--- src/rtl/button_bounce_gen.sv ---
// Push-button emulator: turns a clean level command into a bouncing raw line (LFSR-timed glitches) then a stable hold.
// Accept-to-settled latency is the sum of segment lengths plus SETTLE_CYCLES; commands are refused (cmd_ready low) while busy.
module button_bounce_gen #(
    parameter int          N_BOUNCES     = 4,
    parameter int          MAX_SEG       = 8,
    parameter int          SETTLE_CYCLES = 16,
    parameter logic [15:0] LFSR_SEED     = 16'hACE1
) (
    input  logic clk,
    input  logic reset,
    input  logic cmd_valid,
    input  logic cmd_level,
    output logic cmd_ready,
    output logic button_out,
    output logic settled,
    output logic busy
);

    localparam int SEG_W = $clog2(MAX_SEG + 1);
    localparam int TOG_W = $clog2(2 * N_BOUNCES + 2);
    localparam int SET_W = $clog2(SETTLE_CYCLES + 1);

    localparam logic [15:0]      SEG_MASK    = 16'(MAX_SEG - 1);
    localparam logic [TOG_W-1:0] TOG_TOTAL   = TOG_W'(2 * N_BOUNCES);
    localparam logic [SET_W-1:0] SETTLE_INIT = SET_W'(SETTLE_CYCLES);
    localparam bit               HAS_BOUNCE  = (N_BOUNCES > 0);

    localparam logic [1:0] ST_IDLE   = 2'd0;
    localparam logic [1:0] ST_BOUNCE = 2'd1;
    localparam logic [1:0] ST_SETTLE = 2'd2;

    logic [1:0]       state_q, state_d;
    logic [15:0]      lfsr_q, lfsr_d;
    logic [SEG_W-1:0] seg_cnt_q, seg_cnt_d;
    logic [TOG_W-1:0] tog_cnt_q, tog_cnt_d;
    logic [SET_W-1:0] settle_cnt_q, settle_cnt_d;
    logic             button_out_q, button_out_d;
    logic             cmd_ready_q, cmd_ready_d;
    logic             settled_q, settled_d;
    logic             busy_q, busy_d;
    logic [SEG_W-1:0] seg_len;

    always_comb begin
        state_d      = state_q;
        seg_cnt_d    = seg_cnt_q;
        tog_cnt_d    = tog_cnt_q;
        settle_cnt_d = settle_cnt_q;
        button_out_d = button_out_q;
        cmd_ready_d  = cmd_ready_q;
        settled_d    = 1'b0;
        // Fibonacci taps 16,14,13,11 free-run every cycle so segment lengths vary between commands
        lfsr_d       = {lfsr_q[14:0], lfsr_q[15] ^ lfsr_q[13] ^ lfsr_q[12] ^ lfsr_q[10]};
        seg_len      = SEG_W'((lfsr_q & SEG_MASK) + 16'd1);

        case (state_q)
            ST_IDLE: begin
                if (cmd_valid && cmd_ready_q) begin
                    cmd_ready_d  = 1'b0;
                    tog_cnt_d    = '0;
                    settle_cnt_d = SETTLE_INIT;
                    state_d      = ST_SETTLE;
                    if (cmd_level != button_out_q) begin
                        button_out_d = cmd_level;
                        if (HAS_BOUNCE) begin
                            seg_cnt_d = seg_len;
                            state_d   = ST_BOUNCE;
                        end
                    end
                end
            end
            ST_BOUNCE: begin
                if (seg_cnt_q > SEG_W'(1)) begin
                    seg_cnt_d = seg_cnt_q - SEG_W'(1);
                end else begin
                    // Even toggle count guarantees the line ends at the commanded level
                    button_out_d = ~button_out_q;
                    tog_cnt_d    = tog_cnt_q + TOG_W'(1);
                    if (tog_cnt_d == TOG_TOTAL) begin
                        settle_cnt_d = SETTLE_INIT;
                        state_d      = ST_SETTLE;
                    end else begin
                        seg_cnt_d = seg_len;
                    end
                end
            end
            ST_SETTLE: begin
                settle_cnt_d = settle_cnt_q - SET_W'(1);
                if (settle_cnt_q == SET_W'(1)) begin
                    settled_d   = 1'b1;
                    cmd_ready_d = 1'b1;
                    state_d     = ST_IDLE;
                end
            end
            default: begin
                state_d     = ST_IDLE;
                cmd_ready_d = 1'b1;
            end
        endcase

        busy_d = ~cmd_ready_d;
    end

    always_ff @(posedge clk) begin
        if (reset) begin
            state_q      <= ST_IDLE;
            lfsr_q       <= LFSR_SEED;
            seg_cnt_q    <= '0;
            tog_cnt_q    <= '0;
            settle_cnt_q <= '0;
            button_out_q <= 1'b0;
            cmd_ready_q  <= 1'b1;
            settled_q    <= 1'b0;
            busy_q       <= 1'b0;
        end else begin
            state_q      <= state_d;
            lfsr_q       <= lfsr_d;
            seg_cnt_q    <= seg_cnt_d;
            tog_cnt_q    <= tog_cnt_d;
            settle_cnt_q <= settle_cnt_d;
            button_out_q <= button_out_d;
            cmd_ready_q  <= cmd_ready_d;
            settled_q    <= settled_d;
            busy_q       <= busy_d;
        end
    end

    assign cmd_ready  = cmd_ready_q;
    assign button_out = button_out_q;
    assign settled    = settled_q;
    assign busy       = busy_q;

endmodule

--- config.mk ---
export PLATFORM = sky130hd
export DESIGN_NAME = button_bounce_gen
export DESIGN_NICKNAME = d
export VERILOG_FILES = /design/src/rtl/button_bounce_gen.sv
export SDC_FILE = /design/constraint.sdc
export NUM_CORES = 1
export LEC_CHECK = 0
export ABC_AREA = 1
export CAP_MARGIN = 30
export CORE_MARGIN = 2
export CORE_UTILIZATION = 55
export CTS_BUF_LIST = sky130_fd_sc_hd__clkbuf_8
export DETAILED_ROUTE_END_ITERATION = 10
export PLACE_DENSITY_LB_ADDON = 0.3
export SLEW_MARGIN = 10
export SYNTH_ARGS = -nofsm -noshare
export SYNTH_HDL_FRONTEND = slang
export SYNTH_SLANG_ARGS = --single-unit
export TNS_END_PERCENT = 50
--- constraint.sdc ---
create_clock -name clk -period 2.5 [get_ports clk]
set_clock_uncertainty 0.05 [all_clocks]
set_input_delay 0.625 -clock clk [delete_from_list [all_inputs] [get_ports clk]]
set_output_delay 0.625 -clock clk [all_outputs]
set_load 0.03 [all_outputs]
Word level (Yosys, flattened, before mapping)
Index checks and enable logic that the tools add are counted.

Add/subtract/negate cells: 4. Magnitude comparators: 1. Equal/unequal tests: 11. Multiplexer cells: 26. Bitwise logic cells: 6. Reductions and logical operators: 10.

Operators with widths (number): $mux W4 (6); $pmux W4 S2 (2); $reduce_and A4 Y1 (4); $mux W5 (3); $pmux W5 S3 (1); $mux W2 (5); $ne A2 B2 Y1 const B (5); $mux W1 (6); $pmux W2 S3 (1); $eq A5 B1 Y1 const B (1); $sub A5 B1 Y5 const B (1); $add A3 B1 Y4 const B (1); $add A4 B1 Y4 const B (1); $eq A4 B4 Y1 const B (1); $gt A4 B1 Y1 const B (1); $sub A4 B1 Y4 const B (1); $ne A3 B3 Y1 const B (1); $not A1 Y1 (3); $pmux W1 S3 (1); $reduce_and A3 Y1 (1); $reduce_bool A3 Y1 (1); $xor A1 B1 Y1 (3); $eq A2 B1 Y1 const B (1); $eq A2 B2 Y1 const B (1); other kinds (6) (6).

Bits in registers: 35. Input bits: 4. Output and inout bits: 4. Word-level logic and storage cells: 67.

Depth between registers and ports, before layout
Depth after elaboration: 5. Mapped depth: 13. Depth with buffers taken out: 13.

Worst setup path after synthesis
Ideal clock, no wire load.

Path kind: flip-flop to flip-flop. Start: register seg_cnt_q[0]. End: register seg_cnt_q[2]. Setup time: 0.114 ns. Arrival: 1.339 ns. Data required time: 2.336 ns. Slack: 0.997 ns. Stages on the path, launching flop included: 13. Buffers on the path: 0. Clock period less this slack: 1.503 ns. Cell sequence: dfxtp_1 inv_1 ha_1 inv_1 nand2_1 nand2_1 nand2_8 inv_4 nor2_4 nand2_4 nand2_2 nor2_1 nor2_2.

Longest elaborated chain between the ends: 3. Elaborated cells between the ends (all ways): 6. Classes of those cells: add/sub (1); order compare (1); eq/ne (1); mux (2); reduce/logical (1).

Ends and longest elaborated chain: from (decl) (RTL line 34) `logic [SEG_W-1:0] seg_cnt_q, seg_cnt_d;`; from (signal assigned) (RTL line 117) `seg_cnt_q <= seg_cnt_d;`; $sub A4 B1 Y4 or $gt A4 B1 Y1 (tied branches) (RTL line 73, 72); $mux W4 or $ne A3 B3 Y1 (tied branches); $pmux W4 S2 or $reduce_and A4 Y1 (tied branches).

Several ways; a longest one is shown, not always the timed one. A chain may end at the register's enable or synchronous reset.

Worst setup path after layout
Start: register cmd_ready_q (netlist: cmd_ready). End: output cmd_ready.

RTL lines: from (decl) (RTL line 38) `logic cmd_ready_q, cmd_ready_d;`; from (signal assigned) (RTL line 121) `cmd_ready_q <= cmd_ready_d;`; to (decl) (RTL line 13) `output logic cmd_ready,`.

No word-level cell between the ends.

==> flow_summary.json <==
{
  "cpLargestDelayFamily": "buffers and inverters",
  "grt_pass1_vias": 1144,
  "grt-ovfl-total": 0,
  "yosys_warnings": 0,
  "ir_worst_vdd_mv": 0.921,
  "dp_hpwl_mm": 1.92,
  "numCtsBuffers": 5,
  "worstPathMaxFanout": 3,
  "synth.distinct_cells": 28,
  "syn_area_per_cell_um2": 7.76,
  "root_buffer": "clkbuf_8",
  "rsz0062_at_grt": "no",
  "floorplan.io_pins": 8,
  "worst_slew_pin_slew_ns": 0.330,
  "drt_first_pass_iters": 4,
  "start_kind": "flop",
  "syn2layout_area_growth_pct": 15.0,
  "rows": 19,
  "clkLatencyLatePin_ns": 0.29,
  "clock_sinks": 35,
  "setup_tns_ns": 0,
  "worstPathCellList": "clkdlybuf4s50_1",
  "worst_path_max_delay_cell": "clkdlybuf4s50_1",
  "r2r_end": "seg_cnt_q[2]$_SDFFE_PP0P_",
  "r2r_setup_slack_ns": 0.84,
  "cp.required_ns": 1.82,
  "via_count": 1224,
  "holdPathStages": 2,
  "synth_fp_nets": 221,
  "max_slew_margin_pct": 77.9,
  "die_y_um": 58.4,
  "netlist_area_mm2": 0.00163,
  "criticalPathCategory": "flop to output port",
  "worst-path-buf-inv": 1,
  "outcome": "completed",
  "antenna_found_initial": 0,
  "diodes": 0,
  "clk_pin_slew_ns": 0.07,
  "vias_per_cell": 4.80,
  "synth.largest_area_cell": "dfxtp_1",
  "nNetsFinal": 234,
  "hold_path.class": "flop to flop",
  "max_stage_delay_ns": 0.69,
  "synth-seq-cells": 35,
  "reg2reg_from": "seg_cnt_q[0]$_SDFFE_PP0P_",
  "min_to": "lfsr_q[9]$_SDFF_PP0_",
  "initial_core_util_pct": 58.6,
  "grt_usage_pct": 19.2,
  "dieArea_mm2": 0.00342,
  "cts_resized": 0,
  "fmaxAchievable_mhz": 491,
  "leakage_nw": 0.877,
  "final_common_cell": "nand2_1",
  "maxCapViolCount": 0,
  "period_share_pct": 81.5,
  "cts_htree_levels": 2,
  "grt_pass1_wl_mm": 4.78,
  "post-cts-setup-buffers": 0,
  "routabilityCongestion": 0.808,
  "routed_wl_mm": 2.71,
  "ys_seq_area_share_pct": 43.0,
  "power_density_mw_per_mm2": 1280,
  "clockBufferDepth": 2,
  "synthCells": 210,
  "hp-start": "lfsr_q[8]$_SDFF_PP0_",
  "synth_area_leaders": "dfxtp_1 43%, nand2_1 9.9%, inv_1 6.2%, nor2_1 5.5%, ha_1 5.4%",
  "finalPower_mw": 2.39,
  "cp.arrival_ns": 1.36,
  "wire_per_inst_um": 10.6,
  "cts_tree": "done",
  "die-width_um": 58.4,
  "drc_errors": 0,
  "rr_worst_depth": 12,
  "cp.depth": 1,
  "drive_above_1_share_pct": 17.9,
  "synth_top_area_share_pct": 43.0,
  "period_minus_slack_ns": 2.04,
  "io_buffer_count": 7,
  "final_max_slew_viol_count": 0,
  "grt_max_degree": 25,
  "core_mm2": 0.00278,
  "ant_nets": 0,
  "crit_path_end_kind": "output port",
  "ctsHoldBuffers": 0,
  "final_cell_mix": "43 x nand2_1, 35 x dfxtp_1, 27 x inv_1, 24 x nor2_1, 10 x nand3_1",
  "final-setup-viol-count": 0,
  "hold_viol_final": 0,
  "drtIter0Drc": 42
}
[cell type report]
cell class,instances,area (µm²)
Sequential cell,35,701
Timing Repair Buffer,8,77.6
Clock inverter,3,67.6
Inverter,35,136
Multi-Input combinational cell,138,786
Clock buffer,5,68.8
Tap cell,31,38.8
Fill cell,242,906
[how the worst max path moves through the flow]
stage                                    startpoint                        end
after detailed placement                  cmd_level  seg_cnt_q[2]$_SDFFE_PP0P_
after CTS                      cmd_ready$_SDFF_PP1_                  cmd_ready
after floorplan           seg_cnt_q[0]$_SDFFE_PP0P_  seg_cnt_q[2]$_SDFFE_PP0P_
final                          cmd_ready$_SDFF_PP1_                  cmd_ready
after global routing           cmd_ready$_SDFF_PP1_                  cmd_ready
after global placement                    cmd_level  seg_cnt_q[2]$_SDFFE_PP0P_
[tightest hold or removal path, cell delays in order, from the launching register on]
cell,delay (ns)
dfxtp_1,0.30
inv_1,0.04
nor2_1,0.03
[registers in the layout (all words and copies together) (netlist names)]
register,count
lfsr_q,16
settle_cnt_q,5
seg_cnt_q,4
tog_cnt_q,4
state_q,2
busy,1
button_out,1
cmd_ready,1
settled,1
[where the power goes]
group	switching, mW	leakage [nW]	internal (mW)
clock	0.206	0.0644	0.398
sequential	0.0904	0.289	0.669
combinational	0.634	0.524	0.397
total	0.930	0.877	1.46
[per-layer routing]
metal / GRT usage (%) / up-vias / share of wire [%]
li1: - / 670 / -
met1: 23.5 / 535 / 48
met2: 29.4 / 13 / 46
met3: 6.81 / 6 / 3.8
met4: 10.6 / 0 / 2.4
met5: 0 / - / 0
[per-stage QoR]
stage	area (µm²)	std cells	setup slack, ns	hold slack, ns	utilization (%)
2_1_floorplan	1630	210	0.997	0.338	-
3_3_place_gp	1740	247	0.508	0.347	62.5
3_5_place_dp	1740	247	0.460	0.345	62.5
4_1_cts	1880	255	0.444	0.366	67.4
5_1_grt	1880	255	0.407	0.376	67.4
6_report	1880	255	0.463	0.357	67.4
[synthesized netlist by cell type (all sizes together)]
library cell  number
a211oi             1
a21oi              9
clkbuf             2
clkinv             1
dfxtp             35
ha                 7
inv               34
mux2i              1
nand2             51
nand3             10
nand3b             3
nand4              1
nor2              31
o2111ai            1
o211ai             1
o21ai              6
o22ai              2
or2                7
xnor2              4
xor2               3
[cells by family after synthesis]
family | after synthesis | share of synthesized area, %
AO/OA/AOI/OAI | 20 | 7.37
XOR/XNOR | 7 | 3.76
adder cells (fa/ha/maj) | 7 | 5.37
buffers and inverters | 37 | 8.83
flip-flops | 35 | 43.0
multiplexers | 1 | 0.614
AND/OR/NAND/NOR | 103 | 31.1
(Power assumes the default switching activity.)
